File: config.mk
export PLATFORM = sky130hd
export DESIGN_NAME = axis_burst_source
export DESIGN_NICKNAME = d
export VERILOG_FILES = /design/src/rtl/axis_src_pkg.sv /design/src/rtl/axis_burst_source.sv
export SDC_FILE = /design/constraint.sdc
export NUM_CORES = 1
export LEC_CHECK = 0
export ABC_AREA = 1
export BUFFER_PORTS_ARGS = -buffer_cell sky130_fd_sc_hd__buf_2
export CAP_MARGIN = 25
export CORE_ASPECT_RATIO = 0.7
export CORE_MARGIN = 1
export CORE_UTILIZATION = 40
export CTS_BUF_LIST = sky130_fd_sc_hd__clkbuf_4
export DETAILED_ROUTE_END_ITERATION = 8
export PLACE_DENSITY = 0.58
export REMOVE_ABC_BUFFERS = 1
export SLEW_MARGIN = 10
export SYNTH_ARGS = -nofsm -noshare
export SYNTH_HDL_FRONTEND = slang
export SYNTH_SLANG_ARGS = --single-unit
File: constraint.sdc
create_clock -name aclk -period 3.1 [get_ports aclk]
set_input_delay 0.31 -clock aclk [delete_from_list [all_inputs] [get_ports aclk]]
set_output_delay 0.31 -clock aclk [all_outputs]
set_load 0.1 [all_outputs]
File: src/rtl/axis_src_pkg.sv
// Shared types and defaults for the AXI4-Stream burst source.
package axis_src_pkg;

    typedef enum logic {ST_IDLE, ST_RUN} src_state_t;

    localparam int AXIS_DATA_WIDTH = 32;
    localparam int AXIS_LEN_WIDTH  = 16;
    localparam int AXIS_CNT_WIDTH  = 8;
    localparam int STRB_MAX        = 128;

    // Returns a mask with the low 'width' bits set; callers slice it to size.
    function automatic logic [STRB_MAX-1:0] strb_all_ones(input int width);
        logic [STRB_MAX-1:0] mask;
        mask = '0;
        for (int i = 0; i < STRB_MAX; i++) begin
            if (i < width) mask[i] = 1'b1;
        end
        return mask;
    endfunction

endpackage

File: src/rtl/axis_burst_source.sv
// AXI4-Stream master emitting num_pkts packets of pkt_len incrementing words per start,
// honouring tready back-pressure with fully registered outputs.
module axis_burst_source
    import axis_src_pkg::*;
#(
    parameter int DATA_WIDTH = AXIS_DATA_WIDTH,
    parameter int LEN_WIDTH  = AXIS_LEN_WIDTH,
    parameter int CNT_WIDTH  = AXIS_CNT_WIDTH
) (
    input  logic                    aclk,
    input  logic                    areset,
    input  logic                    start,
    input  logic [LEN_WIDTH-1:0]    pkt_len,
    input  logic [CNT_WIDTH-1:0]    num_pkts,
    input  logic [DATA_WIDTH-1:0]   seed,
    output logic                    busy,
    output logic                    done,
    output logic                    m_axis_tvalid,
    input  logic                    m_axis_tready,
    output logic [DATA_WIDTH-1:0]   m_axis_tdata,
    output logic [DATA_WIDTH/8-1:0] m_axis_tstrb,
    output logic                    m_axis_tlast
);

    localparam int STRB_W = DATA_WIDTH / 8;
    localparam logic [STRB_W-1:0] STRB_ONES = STRB_W'(strb_all_ones(STRB_W));

    src_state_t            state_q,    state_d;
    logic [LEN_WIDTH-1:0]  beat_cnt_q, beat_cnt_d;
    logic [CNT_WIDTH-1:0]  pkt_cnt_q,  pkt_cnt_d;
    logic [LEN_WIDTH-1:0]  len_q,      len_d;
    logic [CNT_WIDTH-1:0]  num_q,      num_d;
    logic [DATA_WIDTH-1:0] tdata_q,    tdata_d;
    logic [STRB_W-1:0]     tstrb_q,    tstrb_d;
    logic                  tvalid_q,   tvalid_d;
    logic                  tlast_q,    tlast_d;
    logic                  busy_q,     busy_d;
    logic                  done_q,     done_d;
    logic                  handshake;

    assign handshake = tvalid_q & m_axis_tready;

    always_ff @(posedge aclk or posedge areset) begin
        if (areset) begin
            state_q    <= ST_IDLE;
            beat_cnt_q <= '0;
            pkt_cnt_q  <= '0;
            len_q      <= '0;
            num_q      <= '0;
            tdata_q    <= '0;
            tstrb_q    <= '0;
            tvalid_q   <= 1'b0;
            tlast_q    <= 1'b0;
            busy_q     <= 1'b0;
            done_q     <= 1'b0;
        end else begin
            state_q    <= state_d;
            beat_cnt_q <= beat_cnt_d;
            pkt_cnt_q  <= pkt_cnt_d;
            len_q      <= len_d;
            num_q      <= num_d;
            tdata_q    <= tdata_d;
            tstrb_q    <= tstrb_d;
            tvalid_q   <= tvalid_d;
            tlast_q    <= tlast_d;
            busy_q     <= busy_d;
            done_q     <= done_d;
        end
    end

    // tlast is precomputed for the beat that will be presented next, so it stays registered.
    always_comb begin
        state_d    = state_q;
        beat_cnt_d = beat_cnt_q;
        pkt_cnt_d  = pkt_cnt_q;
        len_d      = len_q;
        num_d      = num_q;
        tdata_d    = tdata_q;
        tstrb_d    = tstrb_q;
        tvalid_d   = tvalid_q;
        tlast_d    = tlast_q;
        busy_d     = busy_q;
        done_d     = 1'b0;

        case (state_q)
            ST_IDLE: begin
                if (start && (pkt_len != '0) && (num_pkts != '0)) begin
                    state_d    = ST_RUN;
                    len_d      = pkt_len;
                    num_d      = num_pkts;
                    tdata_d    = seed;
                    beat_cnt_d = '0;
                    pkt_cnt_d  = '0;
                    tvalid_d   = 1'b1;
                    tstrb_d    = STRB_ONES;
                    tlast_d    = (pkt_len == LEN_WIDTH'(1));
                    busy_d     = 1'b1;
                end
            end
            ST_RUN: begin
                if (handshake) begin
                    tdata_d = tdata_q + DATA_WIDTH'(1);
                    if (tlast_q) begin
                        beat_cnt_d = '0;
                        if (pkt_cnt_q == num_q - CNT_WIDTH'(1)) begin
                            state_d   = ST_IDLE;
                            pkt_cnt_d = '0;
                            tvalid_d  = 1'b0;
                            tstrb_d   = '0;
                            tlast_d   = 1'b0;
                            busy_d    = 1'b0;
                            done_d    = 1'b1;
                        end else begin
                            pkt_cnt_d = pkt_cnt_q + CNT_WIDTH'(1);
                            tlast_d   = (len_q == LEN_WIDTH'(1));
                        end
                    end else begin
                        beat_cnt_d = beat_cnt_q + LEN_WIDTH'(1);
                        tlast_d    = (beat_cnt_q + LEN_WIDTH'(1) == len_q - LEN_WIDTH'(1));
                    end
                end
            end
            default: state_d = ST_IDLE;
        endcase
    end

    assign busy          = busy_q;
    assign done          = done_q;
    assign m_axis_tvalid = tvalid_q;
    assign m_axis_tdata  = tdata_q;
    assign m_axis_tstrb  = tstrb_q;
    assign m_axis_tlast  = tlast_q;

endmodule

After elaboration in Yosys (flattened, before gate mapping)

Cells that the tools add are included.

Memories kept: 0
Memory bits (read-only): 0
Register bits: 88
Bits in writable memories: 0
Logic and storage cells: 69
Latch bits: 0
Input port bits: 60
Output and inout bits: 40

Add/subtract/negate cells: 5
Equal/unequal tests: 8
Bitwise operators: 2
Div/mod/pow operators: 0
Multiplexer cells: 36
Magnitude comparators: 0
Reductions and logical operators: 8
Multipliers: 0
Shift-type cells: 0

Operator list:

| cell                  | count |
|---|---|
| $mux 32               | 2 |
| $pmux 32 s2           | 1 |
| $mux 16               | 3 |
| $add 32x1->32 const B | 1 |
| $eq 16x1->1 const B   | 2 |
| $mux 8                | 4 |
| $pmux 16 s2           | 1 |
| $add 16x1->16 const B | 1 |
| $eq 16x16->1          | 1 |
| $mux 1                | 16 |
| $mux 4                | 4 |
| $pmux 8 s2            | 1 |
| $reduce_bool 16->1    | 1 |
| $sub 16x1->16 const B | 1 |
| $add 8x1->8 const B   | 1 |
| $eq 8x8->1            | 1 |
| $pmux 4 s2            | 1 |
| $reduce_bool 8->1     | 1 |
| $sub 8x1->8 const B   | 1 |
| $ne 2x1->1 const B    | 3 |
| $pmux 1 s2            | 3 |
| $reduce_and 2->1      | 2 |
| $reduce_and 4->1      | 1 |
| $reduce_and 3->1      | 1 |
| 4 further kinds       | 5 |

Longest topological paths before layout

Gate-level depths: netlist of run 1.

Word-level depth: 6
Mapped depth: 16
Gate-level depth less buffers: 16

Least setup slack after synthesis of run 1

No wires, ideal clock.

Path kind: reg2reg
Start point: register tdata_q[0] (netlist: m_axis_tdata[0])
End point: register tdata_q[26] (netlist: m_axis_tdata[26])
Period minus slack after synthesis: 2.579 ns
Setup slack: 0.521 ns
Data required time: 2.980 ns
Path buffers: 0
Setup time: 0.120 ns
Stages on the path, launching flop included: 13
Data arrival time: 2.459 ns
Cells stage by stage: dfrtp_1 -> ha_1 -> nand2_1 -> nor2_1 -> nand2_1 -> nor2_4 -> nand2_2 -> nor3_2 -> nand3_1 -> a21oi_1 -> o21ai_0 -> nand2_1 -> nand2_1

Word-level cells in the longest chain between the ends: 3

Ends and longest elaborated chain:

| element                  | line                     | RTL |
|---|---|---|
| start: declaration       | axis_burst_source.sv:33  | `logic [DATA_WIDTH-1:0] tdata_q, tdata_d;` |
| start signal: assignment | axis_burst_source.sv:62  | `tdata_q <= tdata_d;` |
| $add 32x1->32            | axis_burst_source.sv:102 | `tdata_d = tdata_q + DATA_WIDTH'(1);` |
| $mux 32                  | axis_burst_source.sv:101 | `if (handshake) begin` |
| $pmux 32 s2              | axis_burst_source.sv:85  | `case (state_q)` |

No other way between the ends. The select of a mux whose other input is x is not followed.
A chain may end at the register's enable or synchronous reset.

Worst setup path after layout of run 1

Start point: register num_q[1]
End point: register tstrb_q[2] (netlist: m_axis_tstrb[2])

Word-level cells in the longest chain between the ends: 4

Ends and longest elaborated chain:

| element                    | line                     | RTL |
|---|---|---|
| start: declaration         | axis_burst_source.sv:32  | `logic [CNT_WIDTH-1:0] num_q, num_d;` |
| start signal: assignment   | axis_burst_source.sv:61  | `num_q <= num_d;` |
| $sub 8x1->8                | axis_burst_source.sv:105 | `if (pkt_cnt_q == num_q - CNT_WIDTH'(1)) begin` |
| $eq 8x8->1                 | axis_burst_source.sv:105 |  |
| $ne 2x1->1 (no line)       | n/a                      |  |
| $reduce_and 4->1 (no line) | n/a                      |  |
| end signal: assignment     | axis_burst_source.sv:63  | `tstrb_q <= tstrb_d;` |
| end: declaration           | axis_burst_source.sv:34  | `logic [STRB_W-1:0] tstrb_q, tstrb_d;` |

No other way between the ends.

==> reports/qor.log, run 1 <==
qor: run_status.run_status finished clean
qor: floorplan.die_x 148 um
qor: detailed_routing.wl_per_cell 14.2 um
qor: critical_path.setup.worst_path.start_class flop
qor: critical_path.cp_data_required_time 3470 ps
qor: clocking.cts_bufs_inserted 9
qor: power_and_ir_drop.totalPowerFinal 6.80 mW
qor: synthesis.synth_async_sr_flop_share 1.00
qor: detailed_routing.viasPerCell 5.00
qor: clocking.numClockSinks 84
qor: detailed_routing.postRouteAntennaNets 0
qor: finish.post_route_cells_drive_above_1_share 0.140
qor: timing.max_slew.worst_pin.slew 818 ps
qor: finish.number_of_fill_cells_in_the_layout 1,551
qor: critical_path.worst-endpoint-arrival 2540 ps
qor: critical_path.path_cells inv_1 -> ha_1 -> nand2_1 -> nor2_2 -> nand2_1 -> xor2_1 -> nand2_1 -> inv_1 -> nand4_1 -> nand2_1 -> nand2_1 -> nand2_1 -> nand2_1
qor: global_route.first_global_vias 5,198
qor: power_and_ir_drop.peakVddDrop 973 uV
qor: floorplan.initial_utilization 0.408
qor: critical_path.timing.setup.critical_path_class reg2reg
qor: synthesis.unique_cell_type_count_in_the_yosys_netlist 41
qor: timing.grt_setup_unrepaired no
qor: detailed_routing.num_vias 5,990
qor: finish.finalNetCount 1,064
qor: timing.finalSetupTns 0 ps
qor: timing.timing.final.crit_period 2160 ps
qor: timing.finalHoldViolCount 0
qor: global_route.total_routing_usage_reported_by_global_routing 0.229
qor: synthesis.ys_warn_count 0
qor: floorplan.core 14,700 um^2
qor: floorplan.fp-row-count 37
qor: finish.register_area 2100 um^2
qor: detailed_routing.detail_route.wirelength 17,100 um
qor: detailed_routing.drtPass1Iterations 5
qor: floorplan.count_of_boundary_i_o_pins 100
qor: placement.place_area 6650 um^2
qor: critical_path.worst_path_most_repeated_cell sky130_fd_sc_hd__nand2_1
qor: placement.dpl_worst_slack 945 ps
qor: synthesis.synth.cell_area 5990 um^2
qor: clocking.cts_repair_resize_count 0
qor: timing.min_period_over_period 0.698
qor: clocking.cts-htree-levels 3
qor: global_route.grt_max_degree 65
qor: finish.design_area 6780 um^2
qor: synthesis.postSynth.topFlopCell sky130_fd_sc_hd__dfrtp_1
qor: clocking.root_buffer sky130_fd_sc_hd__clkbuf_4
qor: timing.slew_headroom 0.455
qor: clocking.clk-insertion-delay-late 480 ps
qor: timing.setup_violations 0
qor: clocking.clkTransAtPathRegs 140 ps
qor: timing.final-max-slew-violation-count 0
qor: synthesis.synthCells 909
qor: finish.multi_input_gate_area_in_the_final_layout 3300 um^2
qor: critical_path.worstPathMaxFanout 5
qor: power_and_ir_drop.static-leakage-power 3.42 nW
qor: timing.skew 13.4 ps
qor: synthesis.synth_sequential_area_ratio 0.351
qor: global_route.antenna_violations_before_repair 1
qor: global_route.gr-total-overflow 0
qor: clocking.cts_tree built
qor: synthesis.syn_area_per_cell 6.59 um^2
qor: placement.dp_hpwl 13,200 um
qor: detailed_routing.drt_drc_violations_left 0
qor: placement.place.port_buffers 99
qor: placement.globalplace.congestion 0.909
qor: timing.max_clock_freq 462 MHz
qor: synthesis.synth_edf_count 0
qor: floorplan.die_area 15,500 um^2
qor: finish.most_common_cell_after_layout_fill_and_taps_aside sky130_fd_sc_hd__nand2_1
qor: finish.syn_to_final_growth 13.0%
qor: critical_path.cp_buf_inv_count 2
qor: detailed_routing.detail_route.iter0.violations 500
qor: floorplan.fp.dieH 104 um
qor: power_and_ir_drop.pwr_density_cell 1000 nW/um^2
qor: critical_path.crit_family simple AND/OR/NAND/NOR gates
qor: timing.fin_ws 936 ps
qor: global_route.grt_first_pass_wirelength 27,700 um
qor: clocking.number_of_buffers_on_the_longest_clock_path 2
qor: run.maxCapViolations 0
qor: min_path.min_path_type in2reg
qor: critical_path.crit_path_top_delay_cell sky130_fd_sc_hd__dfrtp_1
qor: critical_path.setup.worst_path.end_class flop
qor: synthesis.synth-seq-cells 84
qor: finish.mostFrequentLayoutCells 300 x sky130_fd_sc_hd__nand2_1, 116 x sky130_fd_sc_hd__inv_1, 99 x sky130_fd_sc_hd__buf_2
qor: critical_path.cpPeakStageDelay 380 ps
registers in the layout (all words and copies together), names as in the netlist:
| register | cells |
|---|---|
| pkt_cnt_q | 8 |
| m_axis_tdata | 32 |
| num_q | 8 |
| beat_cnt_q | 16 |
| state_q | 1 |
| m_axis_tstrb | 1 |
| done | 1 |
| m_axis_tlast | 1 |
| len_q | 16 |
where the power goes:
group          switching [mW]  total (mW)  leakage (nW)  internal (mW)
Combinational            3.15        4.11          2.30          0.966
Clock                   0.410       0.588        0.0619          0.178
Sequential              0.587        2.10          1.06           1.51
Total                    4.14        6.80          3.42           2.66
final cells by class:
cell class / count / share of cell area
Sequential cell: 84 / 0.310
Timing Repair Buffer: 106 / 0.0849
Tap cell: 195 / 0.0360
Antenna cell: 1 / 0.000369
Clock buffer: 11 / 0.0122
Inverter: 117 / 0.0650
Multi-Input combinational cell: 680 / 0.487
Clock inverter: 5 / 0.00425
repair_timing:
item | CTS | global route
hold endpoints to repair | 41 | 0
hold buffers | 1 | 0
buffers inserted | 0 | 0
final timing paths:
| kind | startpoint | endpoint | slack (ps) | cells past startpoint |
|---|---|---|---|---|
| hold / removal | num_pkts[4] | num_q[4] | 40 | 3 |
| setup / recovery | num_q[1] | m_axis_tstrb[2] | 940 | 13 |
| max in group asynchronous | areset | m_axis_tdata[16] | 1960 | 4 |
| setup reg to reg | num_q[1] | m_axis_tstrb[2] | 940 | 13 |
| hold reg to reg | num_q[7] | num_q[7] | 530 | 2 |
| min in group asynchronous | areset | m_axis_tdata[3] | 490 | 3 |
kinds of logic after synthesis:
group | share of synthesized area
xor gates and xnor gates | 0.0466
DFF | 0.351
buffers and inverters | 0.0992
adders and majority gates | 0.0125
and+or+nand+nor | 0.377
AOI/OAI and AO/OA | 0.114
cell usage after synthesis, types with 6 or more instances:
library cell,count,area share
sky130_fd_sc_hd__o22ai_1,15,0.016
sky130_fd_sc_hd__inv_1,117,0.073
sky130_fd_sc_hd__a21oi_1,9,0.0075
sky130_fd_sc_hd__nor4_1,10,0.010
sky130_fd_sc_hd__o211ai_1,14,0.018
sky130_fd_sc_hd__nand2_1,301,0.19
sky130_fd_sc_hd__nor3_1,12,0.010
sky130_fd_sc_hd__clkbuf_1,8,0.0050
sky130_fd_sc_hd__buf_2,9,0.0075
sky130_fd_sc_hd__ha_1,6,0.013
sky130_fd_sc_hd__xor2_1,26,0.038
sky130_fd_sc_hd__nand3_1,63,0.053
sky130_fd_sc_hd__nor2_1,89,0.056
sky130_fd_sc_hd__dfrtp_1,84,0.35
sky130_fd_sc_hd__o21ai_0,64,0.053
sky130_fd_sc_hd__nand4_1,27,0.028
worst min-delay path, delay by kind of cell:
family,cells,cell delay [ps]
buffers and inverters,1,90
and+or+nand+nor,2,100
metrics by stage:
step | utilization | hold WS, ps | cells
2_1_floorplan | - | 420 | 881
3_3_place_gp | 0.453 | 499 | 1181
3_5_place_dp | 0.453 | 495 | 1181
4_1_cts | 0.462 | 9.28 | 1198
5_1_grt | 0.462 | 10.8 | 1199
6_report | 0.462 | 42.8 | 1199
routing by layer:
metal	vias to the layer above	GRT usage	share of wire
met5	-	0	0
met4	0	0.0493	0.0084
met3	10	0.0513	0.069
met2	172	0.295	0.38
met1	2684	0.374	0.54
li1	3124	-	-
No activity file was read; power rests on OpenSTA's default activity.
==> run 2, diff against run 1 <==
clock period = 2.15 ns   (was 3.1 ns; I/O delays follow)
==> run 2 against run 1 <==
Utilization is 4.3 points higher. Largest power group unchanged. Count of clock-buffer cells in the layout fell by 2. Sequential power up 44%. Clock power rose by 82%. Total power rose by 53%. Cell area rose by 9.4%.
==> reports/qor.log, run 2 (synthesis gave the netlist of run 1 again) <==
qor: finish.syn_to_final_growth 23.7%
qor: critical_path.worstPathMaxFanout 5 [unchanged]
qor: clocking.numClockSinks 84 [unchanged]
qor: floorplan.die_area 15,500 um^2 [unchanged]
qor: detailed_routing.viasPerCell 5.04 [+0.86%]
qor: global_route.grt.met2_usage 0.316 [+0.0211]
qor: timing.setup_violations 0 [unchanged]
qor: detailed_routing.detail_route.iter0.violations 533 [+6.6%]
qor: clocking.number_of_buffers_on_the_longest_clock_path 2 [unchanged]
qor: timing.grt_setup_unrepaired yes
qor: placement.place.port_buffers 99 [unchanged]
qor: timing.finalHoldWorstSlack 20.7 ps [-22.1 ps]
qor: min_path.min_path_type in2reg
qor: run.maxCapViolations 0 [unchanged]
qor: placement.post-place-cells 1,201 [+1.7%]
qor: global_route.first_global_vias 5,514 [+6.1%]
qor: global_route.gr-total-overflow 0 [unchanged]
qor: timing.skew 34.8 ps [+21.4 ps]
qor: clocking.root_buffer sky130_fd_sc_hd__clkbuf_4
qor: critical_path.cp_data_required_time 2500 ps [-970 ps]
qor: clocking.cts-htree-levels 3 [unchanged]
qor: detailed_routing.drt_drc_violations_left 0 [unchanged]
qor: detailed_routing.detail_route.wirelength 18,100 um [+6.2%]
qor: finish.post_route_cells_drive_above_1_share 0.175 [+0.0356]
qor: timing.finalHoldViolCount 0 [unchanged]
qor: finish.largest_register_ff_count 32 [unchanged]
qor: critical_path.setup.worst_path.end_class flop
qor: global_route.grt_first_pass_wirelength 29,400 um [+5.9%]
qor: floorplan.core 14,700 um^2 [unchanged]
qor: global_route.grtUsageMet1 0.395 [+0.0214]
qor: detailed_routing.wl_per_cell 14.4 um [+1.2%]
qor: clocking.clk-insertion-delay-late 470 ps [about the same]
qor: detailed_routing.num_vias 6,339 [+5.8%]
qor: placement.globalplace.congestion 0.901 [-0.79%]
qor: detailed_routing.postRouteAntennaNets 0 [unchanged]
qor: clocking.cts_bufs_inserted 9 [unchanged]
qor: floorplan.fp-row-count 37 [unchanged]
qor: global_route.most_congested_layer_reported_by_global_routing met1
qor: run_status.run_status finished clean
qor: timing.final-max-slew-violation-count 0 [unchanged]
qor: finish.mostFrequentLayoutCells 297 x sky130_fd_sc_hd__nand2_1, 114 x sky130_fd_sc_hd__inv_1, 99 x sky130_fd_sc_hd__buf_2
qor: finish.finalNetCount 1,124 [+5.6%]
qor: timing.max_clock_freq 487 MHz [+5.5%]
qor: placement.dp_hpwl 13,500 um [+2.6%]
qor: floorplan.count_of_boundary_i_o_pins 100 [unchanged]
qor: global_route.grt_util_met3 0.0399 [-0.0114]
qor: power_and_ir_drop.peakVddDrop 932 uV [-4.2%]
qor: timing.max_slew.worst_pin.slew 610 ps [-208 ps]
qor: timing.slew_headroom 0.593 [+0.138]
qor: floorplan.fp.dieH 104 um [unchanged]
qor: clocking.clkTransAtPathRegs 160 ps [+20 ps]
qor: detailed_routing.drtPass1Iterations 5 [unchanged]
qor: critical_path.setup.worst_path.start_class flop
qor: timing.min_period_over_period 0.954 [+0.256]
qor: finish.final_cell_count_no_fill 1,258 [+4.9%]
qor: critical_path.timing.setup.critical_path_class reg2reg
qor: clocking.cts_tree built
qor: global_route.antenna_violations_before_repair 1 [unchanged]
qor: critical_path.worst-endpoint-arrival 2410 ps [-130 ps]
qor: power_and_ir_drop.static-leakage-power 3.70 nW [+8.4%]
qor: timing.timing.final.crit_period 2050 ps [-112 ps]
qor: global_route.grt_max_degree 47 [-28%]
qor: floorplan.initial_utilization 0.408 [unchanged]
qor: floorplan.die_x 148 um [unchanged]
qor: power_and_ir_drop.pwr_density_cell 1410 nW/um^2 [+40%]
qor: finish.most_common_cell_after_layout_fill_and_taps_aside sky130_fd_sc_hd__nand2_1
qor: global_route.total_routing_usage_reported_by_global_routing 0.241 [+0.0120]
run 2: changes by cell type in the layout (fill, tap and decap cells not counted), sizes merged:
cell,previous run,this run
clkinv,5,2
buf,105,134
dlygate4sd3,1,32
clkinvlp,1,2
bufinv,0,2
clkbuf,11,9
inv,116,117
run 2: timing repair:
item                                   4_1_cts  5_1_grt
gates resized for setup                      0       22
setup endpoints to repair                    0       17
hold buffers                                31        1
setup buffers                                0        9
endpoints found under the hold margin       53        1
run 2: layer usage:
metal | wire length [um] | vias to the layer above
li1 | - | 3248
met1 | 9530 | 2846
met2 | 7110 | 224
met3 | 1240 | 21
met4 | 235 | 0
met5 | 0 | -
run 2: worst paths after layout:
path / start / endpoint / slack [ps] / cells after the start
max: m_axis_tdata[6] / m_axis_tdata[28] / 100 / 9
min: pkt_len[1] / len_q[1] / 20 / 3
max reg2reg: m_axis_tdata[6] / m_axis_tdata[28] / 100 / 9
min reg2reg: num_q[7] / num_q[7] / 530 / 2
max in group asynchronous: areset / beat_cnt_q[4] / 1190 / 4
min in group asynchronous: areset / m_axis_tdata[30] / 300 / 3
run 2: critical path: stages (launching register included):
cell and delay, ps:
sky130_fd_sc_hd__dfrtp_1 460, sky130_fd_sc_hd__inv_1 110, sky130_fd_sc_hd__nor4_1 400, sky130_fd_sc_hd__nand2_1 160
sky130_fd_sc_hd__nor2_1 380, sky130_fd_sc_hd__nand2_1 90, sky130_fd_sc_hd__nand2_1 70, sky130_fd_sc_hd__nand3_1 60
sky130_fd_sc_hd__o211ai_1 90, sky130_fd_sc_hd__o21ai_0 130
run 2: area by class of cell:
cell class	count	area, um^2
Fill cell	1490	7260
Multi-Input combinational cell	680	3380
Sequential cell	84	2100
Timing Repair Buffer	166	1090
Inverter	117	440
Tap cell	195	244
Clock inverter	6	87.6
Clock buffer	9	67.6
Antenna cell	1	2.50
run 2: metrics by stage:
| stage | setup TNS, ps | util | worst slack, ps | instance area, um^2 | power, mW |
|---|---|---|---|---|---|
| global placement | 0 | 0.463 | 169 | 6790 | 9.09 |
| detailed placement | 0 | 0.463 | 118 | 6790 | 9.10 |
| floorplan | -267930 | - | -4190 | 5840 | 7.67 |
| finish | 0 | 0.505 | 98.3 | 7410 | 10.4 |
| CTS | 0 | 0.494 | 80.6 | 7250 | 10.2 |
| global route | -143 | 0.505 | -61.9 | 7410 | 11.2 |
run 2: power breakdown:
part	switching, mW	internal (mW)
logic	4.70	1.65
registers	0.835	2.18
clock network	0.601	0.465
==> run 3, diff against run 2 <==
CORE_UTILIZATION = 59   (was 40)
PLACE_DENSITY = 0.81   (was 0.58)
==> run 3 against run 2 <==
Maximum frequency increased by 0.92%. Die area decreased by 32%. Final cell count decreased by 6.5%. Count of clock-buffer cells in the layout increased by 2. Total power decreased by 2.3%. Via count increased by 1.5%. Register-to-register slack improved by 20 ps. Critical path depth unchanged. Combinational power decreased by 2%. Highest routed layer unchanged.
==> reports/qor.log, run 3 (synthesis gave the netlist of run 1 again) <==
qor: timing.timing.final.crit_period 2030 ps [-18.7 ps]
qor: critical_path.cp_data_required_time 2500 ps [about the same]
qor: power_and_ir_drop.peakVddDrop 1200 uV [+29%]
qor: floorplan.count_of_boundary_i_o_pins 100 [unchanged]
qor: timing.max_clock_freq 492 MHz [+0.92%]
qor: timing.slew_headroom 0.614 [+0.0212]
qor: clocking.number_of_buffers_on_the_longest_clock_path 2 [unchanged]
qor: floorplan.fp-row-count 30 [-19%]
qor: power_and_ir_drop.static-leakage-power 3.64 nW [-1.8%]
qor: run_status.run_status finished clean
qor: placement.post-place-cells 1,128 [-6.1%]
qor: clocking.root_buffer sky130_fd_sc_hd__clkbuf_4
qor: finish.final_cell_count_no_fill 1,176 [-6.5%]
qor: clocking.clkTransAtPathRegs 140 ps [-20 ps]
qor: timing.max_slew.worst_pin.slew 579 ps [-31.8 ps]
qor: floorplan.fp.dieH 86.3 um [-17%]
qor: power_and_ir_drop.switching_power 6.06 mW [-1.2%]
qor: finish.register_area 2100 um^2 [unchanged]
qor: detailed_routing.viasPerCell 5.47 [+8.6%]
qor: global_route.grt_first_pass_wirelength 26,500 um [-9.7%]
qor: critical_path.timing.setup.critical_path_class reg2reg
qor: clocking.clk-insertion-delay-late 450 ps [-20 ps]
qor: global_route.antenna_violations_before_repair 0 [-1]
qor: floorplan.core 9800 um^2 [-33%]
qor: critical_path.setup.worst_path.start_class flop
qor: critical_path.worst-endpoint-arrival 2380 ps [-30 ps]
qor: clocking.numClockSinks 84 [unchanged]
qor: placement.dpl_worst_slack 68.5 ps [-49.7 ps]
qor: power_and_ir_drop.comb_power_share 0.613 [+0.005]
qor: run.maxCapViolations 0 [unchanged]
qor: placement.dp_hpwl 12,200 um [-9.6%]
qor: finish.mostFrequentLayoutCells 297 x sky130_fd_sc_hd__nand2_1, 114 x sky130_fd_sc_hd__inv_1, 99 x sky130_fd_sc_hd__buf_2
qor: timing.grt_setup_unrepaired yes
qor: detailed_routing.wl_per_cell 14.3 um [-0.43%]
qor: finish.most_common_cell_after_layout_fill_and_taps_aside sky130_fd_sc_hd__nand2_1
qor: power_and_ir_drop.p_int 4.13 mW [-3.8%]
qor: power_and_ir_drop.swShare 0.594 [+0.00646]
qor: timing.min_period_over_period 0.946 [-0.00870]
qor: placement.place.port_buffers 99 [unchanged]
qor: power_and_ir_drop.clockPowerShare 0.091 [-0.011]
qor: timing.fin_ws 117 ps [+18.7 ps]
qor: power_and_ir_drop.pwr-share-seq 0.296 [+0.007]
qor: global_route.first_global_vias 5,313 [-3.6%]
qor: timing.final-max-slew-violation-count 0 [unchanged]
qor: clocking.cts-htree-levels 3 [unchanged]
qor: critical_path.worstPathMaxFanout 4 [-1]
qor: finish.antennaDiodeCount 0 [-1]
qor: detailed_routing.detail_route.wirelength 16,900 um [-6.9%]
qor: timing.finalHoldViolCount 0 [unchanged]
qor: timing.skew 13.6 ps [-21.2 ps]
qor: detailed_routing.postRouteAntennaNets 0 [unchanged]
qor: global_route.gr-total-overflow 0 [unchanged]
qor: floorplan.die_x 122 um [-17%]
qor: timing.finalSetupTns 0 ps [unchanged]
qor: min_path.min_path_type in2reg
qor: floorplan.initial_utilization 0.612 [+0.203]
qor: clocking.cts_tree built
qor: detailed_routing.detail_route.iter0.violations 771 [+45%]
qor: finish.finalNetCount 1,110 [-1.2%]
qor: timing.finalHoldWorstSlack 27.2 ps [+6.48 ps]
qor: detailed_routing.drtPass1Iterations 5 [unchanged]
qor: floorplan.die_area 10,600 um^2 [-32%]
qor: finish.post_route_cells_drive_above_1_share 0.167 [-0.00816]
qor: finish.multi_input_gate_area_in_the_final_layout 3360 um^2 [-0.59%]
qor: timing.setup_violations 0 [unchanged]
qor: global_route.total_routing_usage_reported_by_global_routing 0.325 [+0.0835]
qor: power_and_ir_drop.pwr_density_cell 1420 nW/um^2 [+1.0%]
qor: detailed_routing.drt_drc_violations_left 0 [unchanged]
qor: placement.globalplace.congestion 0.978 [+8.5%]
qor: finish.largest_register_ff_count 32 [unchanged]
qor: global_route.grt_max_degree 85 [+81%]
qor: detailed_routing.num_vias 6,434 [+1.5%]
qor: critical_path.setup.worst_path.end_class flop
qor: clocking.cts_bufs_inserted 9 [unchanged]
qor: finish.number_of_fill_cells_in_the_layout 827 [-44%]
qor: finish.syn_to_final_growth 19.6%
[run 3: what timing repair did]
action                                  CTS  global route
endpoints found under the setup margin    0            14
gates resized for setup                   0            17
hold endpoints to repair                109             1
hold buffers                             26             1
buffers inserted                          0             6
[run 3: worst max-delay path, stage by stage (launching register included)]
cell and delay (ps):
sky130_fd_sc_hd__dfrtp_1 450, sky130_fd_sc_hd__nand2_1 170, sky130_fd_sc_hd__nor2_1 270, sky130_fd_sc_hd__nand2_1 230
sky130_fd_sc_hd__nor4_1 390, sky130_fd_sc_hd__nand2_1 110, sky130_fd_sc_hd__nand2_1 70, sky130_fd_sc_hd__nand3_1 60
sky130_fd_sc_hd__o211ai_1 90, sky130_fd_sc_hd__o21ai_0 100
[run 3: cell type report]
| class | instances | share of cell area |
|---|---|---|
| clock inverters | 4 | 0.00716 |
| multi-input cells | 680 | 0.468 |
| flip-flops and latches | 84 | 0.293 |
| inverters | 117 | 0.0615 |
| repair buffers | 152 | 0.136 |
| well taps | 128 | 0.0224 |
| clock buffers | 11 | 0.0115 |
[run 3: stage by stage]
stage	power, mW	cell area [um^2]	util
after global routing	10.9	7170	0.731
final	10.2	7170	0.731
after floorplan	7.67	5840	-
after detailed placement	8.97	6660	0.680
after global placement	8.92	6660	0.680
after CTS	9.95	7050	0.720
[run 3: power by group through the flow]
stage	sequential [mW]	combinational, mW	clock, mW
3_3_place_gp	3.00	5.92	0
4_1_cts	2.97	6.03	0.959
3_5_place_dp	3.00	5.97	0
6_report	3.02	6.24	0.932
5_1_grt	3.09	6.79	1.03
2_1_floorplan	5.12	2.55	0
[run 3: path summary, 6_finish.rpt]
| check | from | end | cells after the start | slack [ps] |
|---|---|---|---|---|
| max | m_axis_tdata[13] | m_axis_tdata[28] | 9 | 120 |
| min | seed[9] | m_axis_tdata[9] | 3 | 30 |
| max reg2reg | m_axis_tdata[13] | m_axis_tdata[28] | 9 | 120 |
| min reg2reg | num_q[7] | num_q[7] | 2 | 540 |
| max in group asynchronous | areset | pkt_cnt_q[4] | 4 | 1400 |
| min in group asynchronous | areset | m_axis_tdata[2] | 4 | 390 |
[run 3: routing by layer]
metal	global-route usage	share of wire
met4	0.0931	0.017
met2	0.445	0.41
met5	0	0
met3	0.0691	0.096
met1	0.505	0.48
